### src/rtl/sum_stream_arbiter.sv
// sum_stream_arbiter: round-robin sharing of one stream-summing engine among N requesters, with a result watchdog
module sum_stream_arbiter #(
  parameter int N = 4,
  parameter int W = 8,
  parameter int TIMEOUT = 16
) (
  input  logic           clk,
  input  logic           nrst,
  input  logic [N*W-1:0] s_data,
  input  logic [N-1:0]   s_valid,
  input  logic [N-1:0]   s_last,
  output logic [N-1:0]   s_ready,
  output logic [W-1:0]   r_data,
  output logic           r_err,
  output logic [N-1:0]   r_valid,
  input  logic [N-1:0]   r_ready,
  output logic [N-1:0]   grant,
  output logic           busy,
  output logic           eng_in_valid,
  input  logic           eng_in_ready,
  output logic [W-1:0]   eng_s_data,
  output logic           eng_s_valid,
  input  logic           eng_s_ready,
  input  logic           eng_out_valid,
  output logic           eng_out_ready,
  input  logic [W-1:0]   eng_sum
);
  localparam int IW = (N > 1) ? $clog2(N) : 1;
  localparam int CW = $clog2(TIMEOUT + 1);
  typedef enum logic [2:0] {IDLE, START, STREAM, WAIT, RESP} state_t;
  state_t state;
  logic [IW-1:0] rr, gi, pick;
  logic [CW-1:0] cnt;
  logic str, last_beat, accept;
  // first pending requester at or above rr, wrapping around
  always_comb begin
    pick = rr;
    for (int k = N - 1; k >= 0; k--)
      if (s_valid[(int'(rr) + k) % N]) pick = IW'((int'(rr) + k) % N);
  end
  assign str           = state == STREAM;
  assign eng_s_data    = str ? s_data[gi*W +: W] : '0;
  assign eng_s_valid   = str & s_valid[gi];
  assign s_ready       = (str && eng_s_ready) ? grant : '0;
  assign last_beat     = eng_s_valid & eng_s_ready & s_last[gi];
  assign eng_in_valid  = state == START;
  assign eng_out_ready = state == WAIT;
  assign busy          = state != IDLE;
  assign r_valid       = (state == RESP) ? grant : '0;
  assign accept        = |(r_ready & grant);
  always_ff @(posedge clk or negedge nrst) begin
    if (!nrst) begin
      state  <= IDLE;
      rr     <= '0;
      gi     <= '0;
      grant  <= '0;
      cnt    <= '0;
      r_data <= '0;
      r_err  <= 1'b0;
    end else begin
      case (state)
        IDLE: if (|s_valid) begin
          gi    <= pick;
          grant <= {{(N-1){1'b0}}, 1'b1} << pick;
          state <= START;
        end
        START: if (eng_in_ready) state <= STREAM;
        STREAM: if (last_beat) begin
          cnt   <= '0;
          state <= WAIT;
        end
        // a result arriving on the expiry cycle still wins over the abort
        WAIT: if (eng_out_valid) begin
          r_data <= eng_sum;
          r_err  <= 1'b0;
          state  <= RESP;
        end else if (cnt == CW'(TIMEOUT - 1)) begin
          r_data <= '0;
          r_err  <= 1'b1;
          state  <= RESP;
        end else cnt <= cnt + 1'b1;
        RESP: if (accept) begin
          rr    <= (gi == IW'(N - 1)) ? '0 : gi + 1'b1;
          grant <= '0;
          state <= IDLE;
        end
        default: state <= IDLE;
      endcase
    end
  end
endmodule

### config.mk
export PLATFORM = sky130hd
export DESIGN_NAME = sum_stream_arbiter
export DESIGN_NICKNAME = d
export VERILOG_FILES = /design/src/rtl/sum_stream_arbiter.sv
export SDC_FILE = /design/constraint.sdc
export NUM_CORES = 1
export LEC_CHECK = 0
export ABC_AREA = 1
export CAP_MARGIN = 20
export CORE_UTILIZATION = 25
export CTS_CLUSTER_DIAMETER = 150
export CTS_CLUSTER_SIZE = 24
export DETAILED_ROUTE_END_ITERATION = 16
export GPL_ROUTABILITY_DRIVEN = 1
export GPL_TIMING_DRIVEN = 0
export PLACE_DENSITY = 0.56
export SYNTH_ARGS = -nofsm -noshare
export SYNTH_HDL_FRONTEND = slang
export SYNTH_SLANG_ARGS = --single-unit
### constraint.sdc
create_clock -name clk -period 3.4 [get_ports clk]
set_input_delay 1.02 -clock clk [delete_from_list [all_inputs] [get_ports clk]]
set_output_delay 1.02 -clock clk [all_outputs]
set_load 0.01 [all_outputs]
* Yosys cells after proc, flatten, opt, wreduce, memory -nomap -nowiden
Cells that the tools add are included.
** Storage, ports and cells
- Register bits after elaboration :: 25
- Output and inout bits :: 33
- Word-level logic and storage cells :: 97
- Memories kept :: 0
- Input port bits :: 57
- Memory bits (read-only) :: 0
- Latch bits :: 0
- Memory bits (writable) :: 0
** Cells by class
- Divide/modulo/power cells :: 0
- Bitwise logic cells :: 7
- Multiply operators :: 0
- Add/subtract/negate cells :: 5
- Eq/ne operators :: 13
- Magnitude comparators :: 5
- Multiplexer cells :: 41
- Shifts and indexed selects :: 2
- Reduce and logical (&&, ||, !) cells :: 17
** Operator list (number)
- 32-bit by 6-bit indexed part select with 8-bit output :: 1
- 8-bit two-way mux :: 3
- 3-bit two-way mux :: 6
- 4-bit two-way mux :: 4
- 5-bit two-way mux :: 3
- 3-bit case mux with 5 select lines :: 1
- 1-bit binary-select mux with 2-bit select :: 6
- 3-bit by 4-bit less-than comparator with 1-bit output, second input constant :: 3
- 1-bit two-way mux :: 11
- 2-bit two-way mux :: 5
- 5-bit case mux with 2 select lines :: 1
- 2-bit != test, second input constant :: 4
- 4-bit case mux with 2 select lines :: 1
- 4-bit OR reduction :: 2
- 3-bit by 2-bit equality test with 1-bit output, second input constant :: 2
- 2-bit by 3-bit less-than comparator with 1-bit output, second input constant :: 2
- 2-bit AND reduction :: 3
- 2-bit nonzero test :: 3
- 2-bit OR reduction :: 3
- 5-bit by 1-bit adder with 5-bit output, second input constant :: 1
- 5-bit by 4-bit equality test with 1-bit output, second input constant :: 1
- 5-bit AND reduction :: 1
- 2-bit by 1-bit adder with 2-bit output, second input constant :: 2
- 2-bit adder, second input constant :: 2
- 14 further kinds :: 19

* Logic depth before layout (Yosys ltp)
- Word-level depth :: 13
- Depth in mapped cells :: 13
- Mapped depth without buffers :: 12

* Worst setup path before layout
No wires, ideal clock.
- Kind :: input -> output
- Start point :: in s_valid[1]
- End point :: out eng_s_valid
- Path buffers :: 0
- Setup slack :: 0.905 ns
- Arrival :: 1.475 ns
- Stages on the path :: 4
- Data required time :: 2.380 ns
- Cell sequence :: nand2_1 a32oi_2 inv_1 nor2_1
** On the way
- Cells in the longest elaborated chain, start to end :: 3
** Ends and longest elaborated chain
- start, declared :: RTL line 10 : input logic [N-1:0] s_valid,
- 1-bit binary-select mux with 2-bit select :: RTL line 43 : assign eng_s_valid = str & s_valid[gi];
- 1-bit two-way mux (not written as such) :: RTL line 43
- 1-bit AND :: RTL line 43
- end, declared :: RTL line 22 : output logic eng_s_valid,
Every way passes these cells. The select of a mux whose other input is x is not followed.

* Final worst setup path
- Start point :: in eng_s_ready
- End point :: out s_ready[3]
** On the way
- Cells in the longest elaborated chain, start to end :: 2
** Ends and longest elaborated chain
- start, declared :: RTL line 23 : input logic eng_s_ready,
- 1-bit logical AND :: RTL line 44 : assign s_ready = (str && eng_s_ready) ? grant : '0;
- 4-bit two-way mux :: RTL line 44
- end, declared :: RTL line 12 : output logic [N-1:0] s_ready,
Every way passes these cells.

==> impl_metrics.prom <==
# TYPE chip_impl_metric gauge
chip_impl_info{name="critPathLaunchType",value="input pin"} 1
chip_impl_metric{name="boundaryPins",unit=""} 90
chip_impl_metric{name="tightest_slew",unit="ps"} 590
chip_impl_metric{name="htree_levels",unit=""} 1
chip_impl_metric{name="first_global_vias",unit=""} 1986
chip_impl_info{name="synth_top_cells_by_count",value="55 x nand2_1, 51 x nor2_1, 25 x dfrtp_1"} 1
chip_impl_info{name="yosysMostFrequentCell",value="nand2_1"} 1
chip_impl_metric{name="detail_route.first_pass.iterations",unit=""} 4
chip_impl_metric{name="die_height",unit="um"} 89.3
chip_impl_metric{name="drt.antenna.violating_nets",unit=""} 0
chip_impl_metric{name="yosysUniqueCellTypes",unit=""} 35
chip_impl_metric{name="ff2ff_setup_slack",unit="ps"} 1730
chip_impl_metric{name="reg2reg_depth",unit=""} 10
chip_impl_info{name="cts-root-buf",value="clkbuf_8"} 1
chip_impl_metric{name="iter_0_drt_violations",unit=""} 41
chip_impl_metric{name="globalRouteTotalUtil",unit="%"} 14.1
chip_impl_info{name="grt_setup_unrepaired",value="no"} 1
chip_impl_metric{name="cts_buffers",unit=""} 3
chip_impl_metric{name="gp_routability_congestion",unit=""} 0.837
chip_impl_metric{name="cts_hold_buffers",unit=""} 0
chip_impl_metric{name="total_leakage_power",unit="nW"} 1.45
chip_impl_metric{name="largest_net_degree_at_the_start_of_global_routing",unit=""} 16
chip_impl_metric{name="synth-xor-area-share",unit="%"} 0.460
chip_impl_metric{name="cts_setup_buffers",unit=""} 0
chip_impl_metric{name="layout-drive-gt1-share",unit="%"} 14.4
chip_impl_metric{name="avgViaCountPerCell",unit=""} 4.44
chip_impl_metric{name="timing.slew.headroom",unit="%"} 60.5
chip_impl_metric{name="yosysWarningCount",unit=""} 0
chip_impl_metric{name="path_clk_slew",unit="ps"} 90
chip_impl_metric{name="synth_compound_gate_area_share",unit="%"} 16.6
chip_impl_metric{name="worst_ep_arrival_time",unit="ps"} 2280
chip_impl_metric{name="yosysSeqAreaShare",unit="%"} 32.9
chip_impl_metric{name="place_hpwl",unit="mm"} 4.45
chip_impl_metric{name="floorplan.initialDensity",unit="%"} 26.1
chip_impl_metric{name="grt_first_pass_wirelength",unit="mm"} 8.96
chip_impl_metric{name="required",unit="ps"} 2380
chip_impl_metric{name="async_flop_share",unit="%"} 100
chip_impl_metric{name="average_detailed_routed_wire_length_per_instance",unit="um"} 12.0
chip_impl_metric{name="post-route-drc-count",unit=""} 0
chip_impl_metric{name="row_count",unit=""} 31
chip_impl_info{name="timing.rr.start",value="cnt[0]$_DFFE_PN0P_"} 1
chip_impl_metric{name="syn-instance-count",unit=""} 273
chip_impl_metric{name="report.final.hold_viol_count",unit=""} 0
chip_impl_metric{name="peakVddDrop",unit="mV"} 0.312
chip_impl_metric{name="synthesis.area_per_instance",unit="um^2"} 6.98
chip_impl_info{name="worst-setup-path-type",value="input pin to output port"} 1
chip_impl_metric{name="post_synthesis_instance_area",unit="um^2"} 1900
chip_impl_metric{name="final_cell_count_no_fill",unit=""} 466
chip_impl_metric{name="maximum_clock_path_buffer_count",unit=""} 2
chip_impl_metric{name="max_freq",unit="GHz"} 0.303
chip_impl_info{name="reg2reg_to",value="cnt[4]$_DFFE_PN0P_"} 1
chip_impl_metric{name="max-cap-violations",unit=""} 0
chip_impl_metric{name="cellPowerDensity",unit="nW/um^2"} 734
chip_impl_metric{name="yosys.area_share.simple",unit="%"} 37.8
chip_impl_metric{name="antenna_found_initial",unit=""} 0
chip_impl_metric{name="fp.dieArea",unit="um^2"} 7970
chip_impl_metric{name="synth_enable_flop_cells",unit=""} 0
chip_impl_info{name="synth_top_area_cell",value="dfrtp_1"} 1
chip_impl_metric{name="postSynthNetCount",unit=""} 333
chip_impl_info{name="worstSetupEndpointType",value="output port"} 1
chip_impl_metric{name="final.period_utilization",unit="%"} 97.1
chip_impl_metric{name="postSynthRegisterBits",unit=""} 25
chip_impl_info{name="crit_path_start",value="eng_s_ready"} 1
chip_impl_metric{name="yosys.area_share.adder",unit="%"} 1.97
chip_impl_info{name="critPathCapture",value="s_ready[3]"} 1
chip_impl_metric{name="whs",unit="ps"} 497
chip_impl_metric{name="fin_skew",unit="ps"} 8.29
chip_impl_metric{name="port_buffer_count",unit=""} 89
chip_impl_metric{name="period_needed",unit="ps"} 3300
chip_impl_metric{name="setup_viol_count_final",unit=""} 0
chip_impl_metric{name="routed-via-count",unit=""} 2068
chip_impl_metric{name="synth_largest_type_area_fraction",unit="%"} 32.9
chip_impl_metric{name="antennaDiodeCount",unit=""} 0
chip_impl_info{name="run_status",value="finished, final reports clean"} 1
chip_impl_info{name="synth_ff_type",value="dfrtp_1"} 1
chip_impl_metric{name="place_inst",unit=""} 462
chip_impl_info{name="clock_tree_from_tritoncts",value="yes"} 1
chip_impl_metric{name="fp.coreArea",unit="um^2"} 7290
chip_impl_metric{name="nFillCells",unit=""} 785
chip_impl_metric{name="clock_latency_reported_for_the_late_side_of_the_worst_skew_pair",unit="ps"} 270
chip_impl_info{name="synth_top_family_by_area",value="simple AND/OR/NAND/NOR gates"} 1
chip_impl_metric{name="gr-total-overflow",unit=""} 0
chip_impl_metric{name="chipWidth",unit="um"} 89.3
chip_impl_metric{name="syn2layout_area_growth",unit="%"} 57.1
chip_impl_metric{name="path_max_fanout",unit=""} 4
chip_impl_metric{name="pins_over_slew_limit",unit=""} 0
chip_impl_metric{name="synth_mux_area_share",unit="%"} 0
chip_impl_info{name="synth.top_cells.by_area",value="dfrtp_1 33%, nand2_1 11%, nor2_1 10%, o21ai_0 5.3%, nand2_2 4.9%"} 1
chip_impl_metric{name="route.final.wire_length",unit="mm"} 5.60
chip_impl_info{name="min-delay-path-class",value="flop to flop"} 1
chip_impl_metric{name="clkSinkCount",unit=""} 25
chip_impl_metric{name="layout.nets",unit=""} 428
## stage by stage
stage / utilization (%) / setup WS [ps] / area, um^2 / power, mW / setup TNS (ps)
floorplan: - / 905 / 1900 / 1.51 / 0
global placement: 40.0 / -232 / 2920 / 2.05 / -370
detailed placement: 40.2 / -241 / 2930 / 2.07 / -403
CTS: 40.8 / 4.03 / 2970 / 2.24 / 0
global route: 41.0 / 27.4 / 2990 / 2.43 / 0
finish: 41.0 / 97.5 / 2990 / 2.20 / 0
## kinds of logic (layout without fill, tap and decap cells)
family / count (synthesis) / in the layout
compound gates: 49 / 49
xor+xnor: 1 / 1
fa+ha+maj: 3 / 3
buf+inv: 43 / 137
flops: 25 / 25
simple gates: 152 / 152
## per-layer routing
layer	GRT usage [%]	up-vias	part of all wire [%]	routed length, um
met2	24.2	75	42	2360
li1	-	1063	-	-
met5	0	-	0	0
met1	18.2	926	47	2650
met4	3.03	0	0.61	34
met3	3.23	4	9.9	553
## timing repair
| item | in CTS | in global routing |
|---|---|---|
| pin swaps | 1 | 0 |
| gates resized for setup | 7 | 7 |
| setup endpoints to repair | 6 | 6 |
## critical path, cell delays in order
cell and delay [ps]:
clkdlybuf4s50_1 500, nand2_2 110, nor2_1 100, clkdlybuf4s50_1 560
## sequential cells by signal (all words and copies together), names as in the netlist
name / cells
r_data: 8
cnt: 5
grant: 4
state: 3
gi: 2
rr: 2
r_err: 1
## worst min-delay path by stage
stage	depth (start not counted)	from	slack [ps]	end
after floorplan	2	cnt[4]$_DFFE_PN0P_	440	cnt[4]$_DFFE_PN0P_
after global placement	2	cnt[4]$_DFFE_PN0P_	460	cnt[4]$_DFFE_PN0P_
after detailed placement	2	cnt[4]$_DFFE_PN0P_	470	cnt[4]$_DFFE_PN0P_
after CTS	2	cnt[4]$_DFFE_PN0P_	490	cnt[4]$_DFFE_PN0P_
after global routing	1	r_data[0]$_DFFE_PN0P_	540	r_data[0]$_DFFE_PN0P_
final	2	cnt[4]$_DFFE_PN0P_	500	cnt[4]$_DFFE_PN0P_
## placed cells by master (no fill, tap or decap), types with 2 or more instances in the layout
cell type	count
clkdlybuf4s50_1	76
nand2_1	54
nor2_1	51
dfrtp_1	25
inv_1	24
o21ai_0	20
nand2_2	16
nand3_1	14
a21oi_1	11
inv_2	10
a22o_1	10
dlygate4sd2_1	7
dlymetal6s2s_1	6
buf_2	3
ha_1	3
clkbuf_8	3
nor3_1	2
nor2_2	2
buf_6	2
buf_4	2
o21ai_1	2
or2_1	2
o21ai_2	2
nor2_4	2
nand4_1	2
## cell type report
class / instances / area, um^2 / area share [%]
multi-input cells: 205 / 1090 / 36.3
well taps: 99 / 124 / 4.14
inverters: 35 / 139 / 4.64
plain buffers: 8 / 56.3 / 1.88
clock inverters: 1 / 7.51 / 0.251
clock buffers: 3 / 41.3 / 1.38
repair buffers: 90 / 912 / 30.5
flip-flops and latches: 25 / 626 / 20.9
## power breakdown
part           internal, mW  leakage, nW  total, mW  switching, mW
Clock                0.0831       0.0217      0.181         0.0982
Sequential            0.413        0.319      0.514          0.102
Combinational         0.657         1.11       1.50          0.842
Total                  1.15         1.45       2.20           1.04
Note: power is estimated with default switching activity, not from simulation.
